--- src/rtl/gf2_poly_div_36bit.sv ---
// Bit-serial GF(2)[x] divider: 71-bit dividend by 36-bit divisor, normalise then long-divide.
// Define GF2DIV_QUOTIENT_EN to build the quotient register; otherwise quotient is tied to 0.
module gf2_poly_div_36bit (
  input  logic        i_clk,
  input  logic        i_rst,
  input  logic        i_start,
  input  logic [70:0] i_dividend,
  input  logic [35:0] i_divisor,
  output logic        o_busy,
  output logic        o_done,
  output logic [70:0] o_quotient,
  output logic [35:0] o_remainder,
  output logic        o_div_by_zero
);

  typedef enum logic [1:0] {S_IDLE, S_NORM, S_DIV, S_DONE} state_t;

  state_t      r_state;
  logic [70:0] r_dvd;
  logic [35:0] r_dvs;
  logic [35:0] r_mask;
  logic [35:0] r_rem;
  logic [6:0]  r_step;
  logic        r_busy;
  logic        r_done;
  logic        r_dbz;

  logic        w_accept;
  logic [35:0] w_t;
  logic        w_qbit;
  logic [35:0] w_rem_nxt;

  assign w_accept = (r_state == S_IDLE) && i_start;

  // Remainder stays below x^d, so bit 36 of {r,bit} is always zero and is dropped.
  assign w_t       = {r_rem[34:0], r_dvd[70]};
  assign w_qbit    = |(w_t & r_mask);
  assign w_rem_nxt = w_qbit ? (w_t ^ r_dvs) : w_t;

  always_ff @(posedge i_clk) begin
    if (i_rst) begin
      r_state <= S_IDLE;
      r_dvd   <= '0;
      r_dvs   <= '0;
      r_mask  <= '0;
      r_rem   <= '0;
      r_step  <= '0;
      r_busy  <= 1'b0;
      r_done  <= 1'b0;
      r_dbz   <= 1'b0;
    end else begin
      case (r_state)
        S_IDLE: begin
          r_done <= 1'b0;
          if (i_start) begin
            r_dvd   <= i_dividend;
            r_dvs   <= i_divisor;
            r_mask  <= 36'h8_0000_0000;
            r_rem   <= '0;
            r_step  <= 7'd70;
            r_dbz   <= 1'b0;
            r_busy  <= 1'b1;
            r_state <= S_NORM;
          end
        end
        S_NORM: begin
          // A zero divisor spends exactly one cycle here so done lands one edge after accept.
          if (r_dvs == '0) begin
            r_dbz   <= 1'b1;
            r_done  <= 1'b1;
            r_state <= S_DONE;
          end else if (|(r_dvs & r_mask)) begin
            r_state <= S_DIV;
          end else begin
            r_mask <= r_mask >> 1;
          end
        end
        S_DIV: begin
          r_rem  <= w_rem_nxt;
          r_dvd  <= r_dvd << 1;
          r_step <= r_step - 7'd1;
          if (r_step == 7'd0) begin
            r_done  <= 1'b1;
            r_state <= S_DONE;
          end
        end
        S_DONE: begin
          r_done  <= 1'b0;
          r_busy  <= 1'b0;
          r_state <= S_IDLE;
        end
        default: r_state <= S_IDLE;
      endcase
    end
  end

`ifdef GF2DIV_QUOTIENT_EN
  logic [70:0] r_quo;

  always_ff @(posedge i_clk) begin
    if (i_rst)
      r_quo <= '0;
    else if (w_accept)
      r_quo <= '0;
    else if (r_state == S_DIV)
      r_quo <= {r_quo[69:0], w_qbit};
  end

  assign o_quotient = r_quo;
`else
  assign o_quotient = '0;
`endif

  assign o_busy        = r_busy;
  assign o_done        = r_done;
  assign o_remainder   = r_rem;
  assign o_div_by_zero = r_dbz;

endmodule

--- config.mk ---
export PLATFORM = sky130hd
export DESIGN_NAME = gf2_poly_div_36bit
export DESIGN_NICKNAME = d
export VERILOG_FILES = /design/src/rtl/gf2_poly_div_36bit.sv
export SDC_FILE = /design/constraint.sdc
export NUM_CORES = 1
export LEC_CHECK = 0
export ABC_CLOCK_PERIOD_IN_PS = 2400
export CAP_MARGIN = 10
export CORE_ASPECT_RATIO = 0.8
export CORE_MARGIN = 3
export CORE_UTILIZATION = 28
export CTS_BUF_LIST = sky130_fd_sc_hd__clkbuf_4 sky130_fd_sc_hd__clkbuf_8 sky130_fd_sc_hd__clkbuf_16
export DETAILED_ROUTE_END_ITERATION = 6
export PLACE_DENSITY = 0.49
export SLEW_MARGIN = 10
export SYNTH_ARGS = -nofsm -noshare
export SYNTH_HDL_FRONTEND = slang
export SYNTH_SLANG_ARGS = --single-unit
--- constraint.sdc ---
create_clock -name i_clk -period 2.4 [get_ports i_clk]
set_clock_uncertainty 0.2 [all_clocks]
set_input_delay 0.48 -clock i_clk [delete_from_list [all_inputs] [get_ports i_clk]]
set_output_delay 0.48 -clock i_clk [all_outputs]
set_load 0.005 [all_outputs]
======== Word-level counts from Yosys, hierarchy flattened ========
Index checks and enable logic that the tools add are counted.
storage, ports and cells
  flip-flop bits (word level) ............. 191
  input bits .............................. 110
  output and inout port bits .............. 110
cells by class
  add/subtract/negate cells ............... 1
  eq/ne operators ......................... 9
  muxes and demuxes ....................... 23
  bitwise gates (word level) .............. 3
  reduce and logical (&&, ||, !) cells .... 16
operators by type and width
  cell                 number
  $mux 36              5
  $pmux 36 s2          2
  $pmux 71 s2          1
  $and 36x36->36       2
  $reduce_or 36->1     2
  $mux 71              1
  $logic_not 36->1     1
  $xor 36x36->36       1
  $pmux 7 s2           1
  $ne 2x2->1 const B   5
  $mux 2               4
  $pmux 2 s4           1
  $reduce_and 2->1     4
  $logic_not 7->1      1
  $mux 7               1
  $sub 7x1->7 const B  1
  $reduce_and 3->1     2
  $reduce_bool 2->1    3
  $eq 2x2->1 const B   2
  $mux 1               4
  $pmux 1 s2           2
  $reduce_and 4->1     1
  $ne 3x3->1 const B   1
  $pmux 1 s3           1
  3 further kinds      3

======== Logic depth before layout (Yosys ltp) ========
Gate-level depths: netlist (run 1).
  depth after elaboration ................. 5
  mapped depth ............................ 10
  gate-level depth less buffers ........... 8

======== Least setup slack after synthesis (run 1) ========
OpenSTA, ideal clock, no wires.
  path type ............................... flip-flop to flip-flop
  from .................................... register r_state[0]
  to ...................................... register r_dvd[21]
  library setup time ...................... 0.137 ns
  data arrival time ....................... 1.838 ns
  data required time ...................... 2.063 ns
  setup slack ............................. 0.224 ns
  stages on the path, launching flop included .. 10
  buffers on the path ..................... 4
  cell sequence ........................... dfxtp_1 -> inv_1 -> ha_1 -> buf_2 -> inv_1 -> o21ai_0 -> clkbuf_1 -> clkbuf_1 -> buf_1 -> a211oi_1
between the ends
  longest elaborated chain between the ends .. 3
ends and longest elaborated chain
  item                                                                     line  RTL
  start: declaration                                                       18    state_t r_state;
  start signal: assignment                                                 42    r_state <= S_IDLE;
  start signal: assignment                                                 63    r_state <= S_NORM;
  start signal: assignment                                                 71    r_state <= S_DONE;
  $eq 2x2->1 / $logic_not 2->1 (equally long branches)                     52    case (r_state)
  $reduce_bool 2->1 (no source line) / $ne 2x2->1 (equally long branches)  -
  $reduce_and 2->1 (no source line)                                        -
  end signal: assignment                                                   56    r_dvd <= i_dividend;
  end signal: assignment                                                   80    r_dvd <= r_dvd << 1;
  end: declaration                                                         19    logic [70:0] r_dvd;
Several ways; a longest one is shown, not always the timed one.
A chain may end at the register's enable or synchronous reset.

======== Final worst setup path (run 1) ========
  from .................................... register r_mask[16]
  to ...................................... register r_mask[23]
between the ends
  longest elaborated chain between the ends .. 4
ends and longest elaborated chain
  item                               line  RTL
  start: declaration                 21    logic [35:0] r_mask;
  start signal: assignment           75    r_mask <= r_mask >> 1;
  $and 36x36->36                     72    end else if (|(r_dvs & r_mask)) begin
  $reduce_or 36->1                   72
  $ne 2x2->1 (no source line)        -
  $reduce_and 4->1 (no source line)  -
No other way between the ends.

==> impl_metrics.prom, run 1 <==
# TYPE chip_impl_metric gauge
chip_impl_metric{name="area_delta_synth_final",unit="%"} 30.8
chip_impl_metric{name="first_pass_iters",unit=""} 5
chip_impl_metric{name="place_worst_setup_slack",unit="ns"} 0.0670
chip_impl_metric{name="pwr_density_cell",unit="nW/µm²"} 890
chip_impl_metric{name="core_area",unit="µm²"} 30700
chip_impl_metric{name="dieWidth",unit="µm"} 204
chip_impl_metric{name="timing_hold_violations_final",unit=""} 0
chip_impl_metric{name="routed_via_density",unit=""} 4.74
chip_impl_metric{name="starting_density",unit=""} 0.288
chip_impl_metric{name="required",unit="ns"} 2.53
chip_impl_metric{name="crit_fanout",unit=""} 35
chip_impl_metric{name="critPathArrivalTime",unit="ns"} 2.40
chip_impl_metric{name="fin_ws",unit="ns"} 0.136
chip_impl_metric{name="max_cap_viol_count",unit=""} 0
chip_impl_info{name="setup.worst_path.end_class",value="register"} 1
chip_impl_metric{name="ys_seq_elements",unit=""} 191
chip_impl_metric{name="remaining_drc_errors",unit=""} 0
chip_impl_metric{name="synthCells",unit=""} 929
chip_impl_metric{name="io_pins",unit=""} 220
chip_impl_metric{name="finalCritPeriodShare",unit=""} 0.943
chip_impl_metric{name="layout_min_cycle_time",unit="ns"} 2.26
chip_impl_metric{name="cts_max_path_buffers",unit=""} 2
chip_impl_info{name="yosys-top-cells-area",value="dfxtp_1 43%, mux2i_1 6.4%, buf_4 6.3%"} 1
chip_impl_metric{name="async_flop_share",unit=""} 0
chip_impl_info{name="dominantRegCellSynth",value="dfxtp_1"} 1
chip_impl_info{name="rr_endpoint",value="r_mask[23]"} 1
chip_impl_metric{name="power.ir.vdd_worst",unit="V"} 0.000558
chip_impl_info{name="cts_tree",value="built"} 1
chip_impl_metric{name="clk_transition_reported_paths",unit="ns"} 0.08
chip_impl_metric{name="setup_viol_count_final",unit=""} 0
chip_impl_metric{name="layout.filler_cells",unit=""} 3129
chip_impl_metric{name="drt_wl_total",unit="µm"} 27500
chip_impl_metric{name="vertical_die_dimension",unit="µm"} 165
chip_impl_metric{name="cts_made_buffers",unit=""} 17
chip_impl_metric{name="synth_sequential_area_ratio",unit=""} 0.433
chip_impl_info{name="synth.largest_area_cell",value="dfxtp_1"} 1
chip_impl_metric{name="synth_area_per_cell",unit="µm²"} 9.50
chip_impl_metric{name="synth_warnings",unit=""} 0
chip_impl_metric{name="route.vias.total",unit=""} 7246
chip_impl_metric{name="worst_slew_margin_relative_to_its_limit",unit=""} 0.591
chip_impl_info{name="worst_setup_path_start_kind",value="register"} 1
chip_impl_metric{name="static-leakage-power",unit="nW"} 4.51
chip_impl_metric{name="antenna_cells",unit=""} 0
chip_impl_metric{name="floorplan.die_area",unit="µm²"} 33700
chip_impl_info{name="run_status",value="finished clean"} 1
chip_impl_metric{name="fp-row-count",unit=""} 57
chip_impl_info{name="worstSetupEndpoint",value="r_mask[23]"} 1
chip_impl_metric{name="global_route_wire_length_before_repair",unit="µm"} 41500
chip_impl_metric{name="synth_enable_flop_cells",unit=""} 0
chip_impl_metric{name="ctsHtreeMaxLevel",unit=""} 4
chip_impl_info{name="setup.worst_path.start",value="r_mask[16]"} 1
chip_impl_metric{name="gr-usage-all-layers",unit=""} 0.160
chip_impl_metric{name="syn_area",unit="µm²"} 8820
chip_impl_metric{name="pin_count_of_the_biggest_net_entering_global_routing",unit=""} 82
chip_impl_metric{name="synth_cell_type_count",unit=""} 42
chip_impl_metric{name="tightest_slew",unit="ns"} 0.612
chip_impl_metric{name="synth.top_cell.area_share",unit=""} 0.433
chip_impl_metric{name="gp_routability_congestion",unit=""} 0.804
chip_impl_info{name="worst_hold_path_class",value="input port to register"} 1
chip_impl_metric{name="post-route-util",unit=""} 0.376
chip_impl_info{name="setup.worst_path.class",value="register to register"} 1
chip_impl_metric{name="post_route_cells_drive_above_1_share",unit=""} 0.152
chip_impl_metric{name="grt.overflow.total",unit=""} 0
chip_impl_metric{name="via_count_of_the_first_global_routing_pass",unit=""} 6851
chip_impl_info{name="critical_path.reg2reg.startpoint",value="r_mask[16]"} 1
chip_impl_metric{name="timing.final.max_slew_violations",unit=""} 0
chip_impl_metric{name="timing.setup.tns",unit="ns"} 0
chip_impl_metric{name="wl_per_cell",unit="µm"} 18.0
chip_impl_info{name="clock-root-buffer",value="clkbuf_16"} 1
chip_impl_metric{name="cts_hold_buf",unit=""} 0
chip_impl_metric{name="number_of_sinks_on_the_clock_net",unit=""} 191
chip_impl_metric{name="drtAntennaViolNets",unit=""} 0
chip_impl_metric{name="count_of_nets_after_finishing",unit=""} 1220
chip_impl_metric{name="number_of_antenna_violations_at_the_first_check_in_global_routing",unit=""} 1
chip_impl_metric{name="reg2regPathDepth",unit=""} 8
chip_impl_metric{name="final_design_area_no_fill",unit="µm²"} 11500
chip_impl_metric{name="placement.cell_area",unit="µm²"} 11000
chip_impl_metric{name="fmax",unit="MHz"} 442
chip_impl_metric{name="dp_hpwl",unit="µm"} 20300
chip_impl_metric{name="worst_hold_path.num_cells",unit=""} 2
chip_impl_metric{name="clk_latency",unit="ns"} 0.44
chip_impl_metric{name="buffer_ports.inserted",unit=""} 148
chip_impl_info{name="rsz0062_at_grt",value="no"} 1
chip_impl_metric{name="ff2ff_setup_slack",unit="ns"} 0.14
chip_impl_metric{name="count_of_routing_violations_after_the_opening_detailed_route_iteration",unit=""} 519
==> worst min-delay path by stage <==
| stage | slack, ns | start | to |
|---|---|---|---|
| after global routing | 0.20 | i_rst | r_dvs[35] |
| after global placement | 0.28 | o_remainder[35] | o_remainder[35] |
| final | 0.20 | i_rst | r_dvs[5] |
| after detailed placement | 0.27 | o_remainder[35] | o_remainder[35] |
| after CTS | 0.18 | i_rst | r_dvs[5] |
| after floorplan | 0.26 | r_dvs[15] | r_dvs[15] |
==> worst max-delay path, stage by stage (launching register included) <==
cell	delay, ns
dfxtp_1	0.39
a22oi_1	0.22
nand4_1	0.17
nor4_4	0.29
buf_4	0.17
nand3_2	0.09
o2bb2ai_2	0.16
buf_12	0.18
a22o_2	0.27
==> layout by cell type (no fill, tap or decap), drive strengths merged, types with 4 or more instances in the layout <==
cell type	n
o22ai	16
clkdlybuf4s50	147
inv	16
nand3	4
nand2	83
clkbuf	18
a211oi	54
ha	6
conb	71
o21ai	5
dfxtp	191
a22o	72
mux2i	56
a22oi	35
nand2b	4
xor2	37
nor2	84
xnor2	4
nor3	22
buf	74
a21boi	37
a21oi	45
nand4	8
nor4	12
==> cell usage after synthesis (all sizes together) (6+ instances only) <==
cell type	n
nor4	12
buf	96
mux2i	56
inv	8
clkbuf	39
ha	6
a211oi	54
nand2	83
a22o	72
nand4	8
nor3	22
a21boi	37
o22ai	16
nor2	84
a22oi	35
dfxtp	191
a21oi	45
xor2	37
==> flip-flops by register name, indices dropped and copies added (netlist names) <==
register / flops
o_done: 1
r_state: 2
r_dvs: 36
o_div_by_zero: 1
r_mask: 36
o_remainder: 36
r_step: 7
o_busy: 1
r_dvd: 71
==> cell type report <==
type | instances | area [µm²] | area share
timing repair buffer | 221 | 2190 | 0.190
multi-input combinational | 665 | 4410 | 0.382
clock buffer | 18 | 439 | 0.0381
sequential | 191 | 3820 | 0.331
inverter | 8 | 30.0 | 0.00260
clock inverter | 14 | 124 | 0.0107
tap | 413 | 517 | 0.0448
==> metal layers <==
metal / GRT usage / routed length (µm)
met1: 0.239 / 13500
met2: 0.231 / 11900
met3: 0.0410 / 1780
met4: 0.0356 / 286
met5: 0 / 20
==> repair_timing <==
action	CTS	global route
setup buffers	0	0
resized for setup	0	2
setup endpoints to repair	0	5
==> logic make-up (layout without fill, tap and decap cells) <==
group / count (synthesis) / in the layout / synth area share
AO/OA/AOI/OAI: 270 / 270 / 0.241
XOR/XNOR: 41 / 41 / 0.0407
other: 1 / 71 / 0.000425
buffers and inverters: 143 / 261 / 0.100
adder cells (fa/ha/maj): 6 / 6 / 0.00851
flip-flops: 191 / 191 / 0.433
multiplexers: 56 / 56 / 0.0635
AND/OR/NAND/NOR: 221 / 221 / 0.112
==> where the power goes <==
part           internal (mW)  switching [mW]  leakage, nW  total, mW
clock network           1.40            1.42        0.271       2.82
registers               3.74           0.421         1.56       4.17
logic                   1.47            1.81         2.67       3.28
==> through the flow <==
stage / hold slack [ns] / std cells / power [mW]
6_report: 0.202 / 1530 / 10.3
5_1_grt: 0.195 / 1530 / 10.9
4_1_cts: 0.185 / 1530 / 10.3
3_5_place_dp: 0.271 / 1498 / 7.52
3_3_place_gp: 0.279 / 1498 / 7.50
2_1_floorplan: 0.258 / 999 / 6.40
(Power assumes the default switching activity.)
==> inputs of run 2 (changes only) <==
Settings changed: SLEW_MARGIN 10 to not set.
==> results of run 2 <==
The final DEF is identical to that of run 1; final timing and power are the same.
==> inputs of run 3 (changes only) <==
Settings changed: CTS_CLUSTER_SIZE set to 40.
==> results of run 3 <==
The final DEF is identical to that of run 1; final timing and power are the same.
